File: config.mk
export PLATFORM = sky130hd
export DESIGN_NAME = ats21_cmd_issuer
export DESIGN_NICKNAME = d
export VERILOG_FILES = /design/src/rtl/ats21_cmd_issuer.sv
export SDC_FILE = /design/constraint.sdc
export NUM_CORES = 1
export LEC_CHECK = 0
export ABC_AREA = 0
export CAP_MARGIN = 30
export CORE_ASPECT_RATIO = 0.6
export CORE_MARGIN = 8
export CORE_UTILIZATION = 25
export DETAILED_ROUTE_END_ITERATION = 8
export HOLD_SLACK_MARGIN = 0.15
export MAX_ROUTING_LAYER = met4
export SYNTH_ARGS = -nofsm -noshare
export SYNTH_HDL_FRONTEND = slang
export SYNTH_SLANG_ARGS = --single-unit
File: constraint.sdc
create_clock -name clk_1x -period 3.1 [get_ports clk_1x]
set_clock_uncertainty 0.15 [all_clocks]
set_input_delay 0.62 -clock clk_1x [delete_from_list [all_inputs] [get_ports clk_1x]]
set_output_delay 0.62 -clock clk_1x [all_outputs]
set_load 0.02 [all_outputs]
File: src/rtl/ats21_cmd_issuer.sv
// rtl/ats21_cmd_issuer.sv - ATS21 two-word command issuer with Nack retry and alarm edge capture
// Optional saturating ACK/NACK counters are built when ATS21_ISSUER_STATS_EN is defined.
module ats21_cmd_issuer #(
  parameter int CLIENT_SEL = 0,
  parameter int RSP_LAT    = 1,
  parameter int MAX_RETRY  = 3,
  parameter int NUM_ALARMS = 24
) (
  input  logic                  clk_1x,
  input  logic                  reset,
  input  logic                  cmd_valid,
  input  logic [31:0]           cmd_data,
  output logic                  cmd_ready,
  output logic                  rsp_valid,
  output logic [1:0]            rsp_status,
  output logic                  req,
  output logic [15:0]           ctrl,
  input  logic [1:0]            stat,
  input  logic [NUM_ALARMS-1:0] alarm_data,
  output logic [NUM_ALARMS-1:0] alarm_pending,
  input  logic [NUM_ALARMS-1:0] alarm_clr,
  output logic [15:0]           ack_cnt,
  output logic [15:0]           nack_cnt
);

  typedef enum logic [2:0] {
    S_IDLE, S_NOP, S_HI, S_LO, S_WAIT, S_GAP, S_DONE
  } state_t;

  localparam logic [1:0] ST_ACK    = 2'b00;
  localparam logic [1:0] ST_NACK   = 2'b01;
  localparam logic [1:0] ST_NORESP = 2'b10;
  localparam logic [1:0] ST_NOP    = 2'b11;

  state_t      state, state_nxt;
  logic [31:0] cmd_q;
  logic [3:0]  wait_cnt;
  logic [3:0]  retry_cnt;
  logic [1:0]  status_q, status_nxt;
  logic        stat_bit;
  logic        no_status;
  logic        sample_pt;
  logic        nack_ev;
  logic        do_retry;

  assign stat_bit  = stat[CLIENT_SEL];
  // Opcodes 011 and 111 never update stat, so the sample is skipped.
  assign no_status = (cmd_q[30:29] == 2'b11);
  assign sample_pt = (state == S_WAIT) && (wait_cnt == 4'd1);
  assign nack_ev   = sample_pt && !no_status && !stat_bit;
  assign do_retry  = nack_ev && (retry_cnt < 4'(MAX_RETRY));

  always_ff @(posedge clk_1x or posedge reset) begin
    if (reset) begin
      state <= S_IDLE;
    end else begin
      state <= state_nxt;
    end
  end

  always_comb begin
    state_nxt  = state;
    status_nxt = status_q;
    cmd_ready  = 1'b0;
    req        = 1'b0;
    ctrl       = 16'h0000;
    rsp_valid  = 1'b0;
    case (state)
      S_IDLE: begin
        cmd_ready = 1'b1;
        if (cmd_valid) begin
          state_nxt = (cmd_data[31:29] == 3'b000) ? S_NOP : S_HI;
        end
      end
      S_NOP: begin
        status_nxt = ST_NOP;
        state_nxt  = S_DONE;
      end
      S_HI: begin
        req       = 1'b1;
        ctrl      = cmd_q[31:16];
        state_nxt = S_LO;
      end
      S_LO: begin
        req       = 1'b1;
        ctrl      = cmd_q[15:0];
        state_nxt = S_WAIT;
      end
      S_WAIT: begin
        if (sample_pt) begin
          if (no_status) begin
            status_nxt = ST_NORESP;
            state_nxt  = S_DONE;
          end else if (stat_bit) begin
            status_nxt = ST_ACK;
            state_nxt  = S_DONE;
          end else if (do_retry) begin
            state_nxt = S_GAP;
          end else begin
            status_nxt = ST_NACK;
            state_nxt  = S_DONE;
          end
        end
      end
      S_GAP: begin
        state_nxt = S_HI;
      end
      S_DONE: begin
        rsp_valid = 1'b1;
        state_nxt = S_IDLE;
      end
      default: begin
        state_nxt = S_IDLE;
      end
    endcase
  end

  always_ff @(posedge clk_1x or posedge reset) begin
    if (reset) begin
      cmd_q     <= 32'h0;
      wait_cnt  <= 4'd0;
      retry_cnt <= 4'd0;
      status_q  <= ST_ACK;
    end else begin
      status_q <= status_nxt;
      if (state == S_IDLE && cmd_valid) begin
        cmd_q <= cmd_data;
      end
      if (state == S_LO) begin
        wait_cnt <= 4'(RSP_LAT);
      end else if (state == S_WAIT && wait_cnt != 4'd1) begin
        wait_cnt <= wait_cnt - 4'd1;
      end
      if (state == S_DONE) begin
        retry_cnt <= 4'd0;
      end else if (do_retry) begin
        retry_cnt <= retry_cnt + 4'd1;
      end
    end
  end

  assign rsp_status = status_q;

  // Alarm capture runs every cycle, independent of the command FSM.
  logic [NUM_ALARMS-1:0] alarm_q;
  logic [NUM_ALARMS-1:0] pending_q;

  always_ff @(posedge clk_1x or posedge reset) begin
    if (reset) begin
      alarm_q   <= '0;
      pending_q <= '0;
    end else begin
      alarm_q   <= alarm_data;
      pending_q <= (pending_q & ~alarm_clr) | (alarm_data & ~alarm_q);
    end
  end

  assign alarm_pending = pending_q;

`ifdef ATS21_ISSUER_STATS_EN
  logic        ack_ev;
  logic [15:0] ack_q;
  logic [15:0] nack_q;

  assign ack_ev = sample_pt && !no_status && stat_bit;

  always_ff @(posedge clk_1x or posedge reset) begin
    if (reset) begin
      ack_q  <= 16'h0000;
      nack_q <= 16'h0000;
    end else begin
      if (ack_ev && ack_q != 16'hFFFF) begin
        ack_q <= ack_q + 16'd1;
      end
      if (nack_ev && nack_q != 16'hFFFF) begin
        nack_q <= nack_q + 16'd1;
      end
    end
  end

  assign ack_cnt  = ack_q;
  assign nack_cnt = nack_q;
`else
  assign ack_cnt  = 16'h0000;
  assign nack_cnt = 16'h0000;
`endif

endmodule

Yosys cells after proc, flatten, opt, wreduce, memory -nomap -nowiden

Index checks and enable logic that the tools add are counted.

Logic and storage cells: 63
Register bits after elaboration: 93
Bits of input ports: 85
Output and inout bits: 77

Eq/ne operators: 12
Mux-type cells: 20
Bitwise logic cells: 5
$lt $le $gt $ge: 1
Reductions and logical operators: 16
$add $sub $neg: 2

Operators by type and width:

| operator              | number |
|---|---|
| $and A24 B24 Y24      | 2 |
| $not A24 Y24          | 2 |
| $pmux W16 S2          | 1 |
| $or A24 B24 Y24       | 1 |
| $pmux W3 S6           | 1 |
| $mux W2               | 8 |
| $mux W4               | 4 |
| $eq A3 B3 Y1 const B  | 3 |
| $eq A3 B2 Y1 const B  | 2 |
| $logic_and A1 B1 Y1   | 6 |
| $logic_not A3 Y1      | 2 |
| $mux W3               | 2 |
| $reduce_bool A2 Y1    | 3 |
| $add A4 B1 Y4 const B | 1 |
| $eq A4 B1 Y1 const B  | 1 |
| $lt A4 B2 Y1 const B  | 1 |
| $ne A2 B2 Y1 const B  | 2 |
| $ne A4 B1 Y1 const B  | 1 |
| $ne A4 B4 Y1 const B  | 1 |
| $pmux W2 S2           | 1 |
| $sub A4 B1 Y4 const B | 1 |
| $eq A3 B1 Y1 const B  | 1 |
| $mux W1               | 3 |
| $reduce_and A3 Y1     | 1 |
| other kinds (4)       | 5 |

Longest topological paths before layout

Word-level depth: 10
Depth in mapped cells: 6

Worst setup path before layout

No wires, ideal clock.

Path kind: register to output
Start point: register state[0]
End point: output port ctrl[0]
Data arrival time: 1.277 ns
Cell stages (with the launch flop): 6
Setup slack: 1.053 ns
Required time: 2.330 ns
Path through: dfrtp_1 -> buf_4 -> buf_2 -> buf_4 -> mux2i_1 -> nor2_1

Longest elaborated chain between the ends: 2

RTL lines:

| element                | line | RTL |
|---|---|---|
| start, declared        | 35   | `state_t state, state_nxt;` |
| start signal, assigned | 57   | `state <= state_nxt;` |
| $eq A3 B2 Y1           | 68   | `case (state)` |
| $pmux W16 S2 *         | 68   |  |
| end, declared          | 17   | `output logic [15:0] ctrl,` |

Every way passes the cells marked *; elsewhere a longest branch is shown, timed or not.

Final worst setup path

Start point: register state[2]
End point: output port ctrl[0]

Same word-level chain as after synthesis.

==> run_results.csv <==
group,metric,value,unit
run_status,outcome,"finished clean",
synth,synth_cell_type_count,39,
finish,most-common-layout-cells,"clkdlybuf4s50_1 (128), dfrtp_1 (93), inv_1 (54)",
synth,synth_enable_flop_cells,0,
floorplan,num_rows,36,
floorplan,die_extent_in_y,115.1,um
sta,tightestPinTransition,694.5,ps
finish,areaGrowthSynthToFinish,41.92,%
pwr,power.density_cell_area,818.0,mW/mm2
detailed_routing,antenna_violating_nets_post_route,0,
floorplan,core-area,0.01613,mm2
detailed_routing,firstDrtPassIters,4,
clocking,cts.path.max_buffers,2,
job,timing.max_cap.violations,0,
place,area_of_placed_instances,0.005509,mm2
pwr,comb_power_share,40.3,%
clocking,clock_insertion_delay_worst_skew,340,ps
pwr,power.switching_fraction,33.07,%
clocking,cts.root.buffer_cell,"clkbuf_16",
floorplan,die_width,181.2,um
finish,layout_cells_sized_above_1,13.24,%
global_routing,grt_overflow,0,
sta,setup_repair_after_global_routing_missed_its_margin,"false",
worst_setup_path,critPathLaunchType,"flip-flop",
detailed_routing,vias,2739,
synth,mappedNetlistArea,0.004095,mm2
sta,setup_viol_count_final,0,
clocking,cts-buffers-inserted,9,
worst_setup_path,arrival,2040,ps
place,post-place-ws,559.4,ps
clocking,postCtsSetupRepairBufs,0,
clocking,worst_setup_hold_path_clk_slew,70,ps
finish,finalInstanceArea,0.005812,mm2
worst_setup_path,path_class,"flip-flop to output pin",
place,globalplace.congestion,0.7645,
place,place.detailed.hpwl,7.732,mm
sta,finalCritPeriodShare,90.61,%
global_routing,grt_pass1_wl,16.25,mm
synth,post_syn_area_per_cell,12.26,um2
place,place_inst,669,
finish,design.final.nets,559,
global_routing,total_routing_usage_gr,10.27,%
floorplan,design.die.area,0.02087,mm2
pwr,share_seq_of_total_power,36.0,%
sta,final_critical_path_setup_slack,291.0,ps
sta,timing.slew.headroom,53.70,%
place,io_buffers,128,
sta,setup-tns-final,0,ps
pwr,power.static_leakage,2.647,nW
clocking,ctsResizeCount,0,
synth,synth-async-reset-ratio,100.0,%
worst_setup_path,cp.required,2330,ps
sta,clock.fmax,356.0,MHz
global_routing,grt_antenna_before_repair,0,
finish,mostFrequentLayoutCell,"clkdlybuf4s50_1",
sta,maxSlewViolCount,0,
clocking,tritoncts,"built",
floorplan,num_io_pins,162,
pwr,irDropWorstVdd,0.3155,mV
finish,finish.cell_count_without_fillers,686,
finish,number_of_fillers_in_the_final_layout,1580,
detailed_routing,detailedRoute.firstIterationViolations,190,
worst_setup_path,path_max_fanout,7,
synth,ys_seq_area_share,56.83,%
detailed_routing,drc,0,
sta,final-hold-violation-count,0,
detailed_routing,final_wirelength,10.16,mm
floorplan,initial_cell_density_of_the_core,25.40,%
detailed_routing,routed_length_per_instance,14.82,um
synth,post_synth_inst_count,334,
hold_path,hold_class,"flip-flop to flip-flop",
synth,most_frequently_used_flop_master_after_synthesis,"dfrtp_1",
clocking,hold_buf_count_cts,0,
worst_setup_path,timing.critical_path.to_type,"output pin",
pwr,power.share.clock,23.7,%
clocking,ctsHtreeMaxLevel,3,
sta,post-route-min-period,2809,ps
synth,number_of_storage_elements_in_the_synthesis_netlist,93,
detailed_routing,viasPerCell,3.993,
clocking,count_of_clock_tree_sinks,93,
global_routing,grt_pass1_vias,3100,
global_routing,grt_start_max_net_pins,55,
pwr,internal_power,3.182,mW
pwr,total_switching_power,1.572,mW
synth,total_of_warnings_raised_by_yosys,0,
-- logic make-up (layout without fill, tap and decap cells) --
family / count (synthesis) / count (layout) / synth area share [%]
buf+inv: 98 / 209 / 13.60
flops: 93 / 93 / 56.83
mux: 50 / 50 / 15.95
simple gates: 47 / 47 / 6.019
compound gates: 41 / 41 / 6.386
fa+ha+maj: 3 / 3 / 0.9167
other cells: 1 / 33 / 0.09157
xor+xnor: 1 / 1 / 0.2139
-- worst max-delay path, stage by stage, from the launching register on --
cell and delay [ps]:
dfrtp_1 380, nand2b_1 330, buf_4 270, nor2_1 100
clkdlybuf4s50_1 630
-- path summary, 6_finish.rpt --
path	end	from	cells past startpoint	slack (ps)
setup reg to reg	cmd_q[30]	state[0]	5	850
min in group asynchronous	alarm_pending[0]	reset	3	640
hold reg to reg	alarm_pending[4]	alarm_q[4]	1	270
max in group asynchronous	cmd_q[31]	reset	3	1610
setup / recovery	ctrl[0]	state[2]	4	290
hold / removal	alarm_pending[4]	alarm_q[4]	1	270
-- power by group through the flow --
stage	sequential (mW)	combinational, mW	clock, mW
floorplan	1.73	1.27	0
global placement	1.72	1.90	0
detailed placement	1.74	1.93	0
finish	1.71	1.91	1.13
global route	1.75	2.08	1.23
CTS	1.72	1.95	1.18
-- area by class of cell --
| cell class | instances | area [um2] | share of cell area, % |
|---|---|---|---|
| Clock inverter | 6 | 71.32 | 1.227 |
| Inverter | 55 | 210.2 | 3.617 |
| Sequential cell | 93 | 2327 | 40.04 |
| Timing Repair Buffer | 138 | 1381 | 23.77 |
| Antenna cell | 1 | 2.502 | 0.04306 |
| Clock buffer | 10 | 229.0 | 3.940 |
| Tap cell | 209 | 261.5 | 4.499 |
| Multi-Input combinational cell | 174 | 1329 | 22.86 |
-- synthesized netlist by cell type (2+ instances only) --
library cell	number	area, um2
nor2b_1	2	12.51
buf_4	34	255.2
ha_1	3	37.54
dfrtp_1	93	2327
buf_12	3	60.06
nor3_1	5	25.02
o22ai_1	24	150.1
nand4_1	2	12.51
buf_2	4	20.02
mux2_4	30	450.4
o21ai_0	5	25.02
nor2_1	20	75.07
mux2i_1	18	180.2
nand2_1	7	26.28
a21oi_1	4	20.02
nor3b_2	2	25.02
mux2_2	2	22.52
inv_1	55	206.5
-- stage by stage --
step / total power, mW / utilization [%] / hold WS [ps]
floorplan: 2.999 / - / 248.8
finish: 4.754 / 36.04 / 266.5
detailed placement: 3.673 / 34.16 / 255.1
global placement: 3.620 / 34.16 / 252.6
CTS: 4.847 / 36.03 / 265.4
global route: 5.056 / 36.03 / 273.8
-- routing by layer --
layer	track usage (%)	wire length (um)
met1	12.04	4578
met2	14.94	4379
met3	5.901	1104
met4	2.610	100
met5	-	0
-- sequential cells by signal, indices dropped and copies added (netlist names) --
register,flops
cmd_q,32
alarm_pending,24
alarm_q,24
retry_cnt,4
wait_cnt,4
state,3
rsp_status,2
Power figures use the tool's default switching activity.
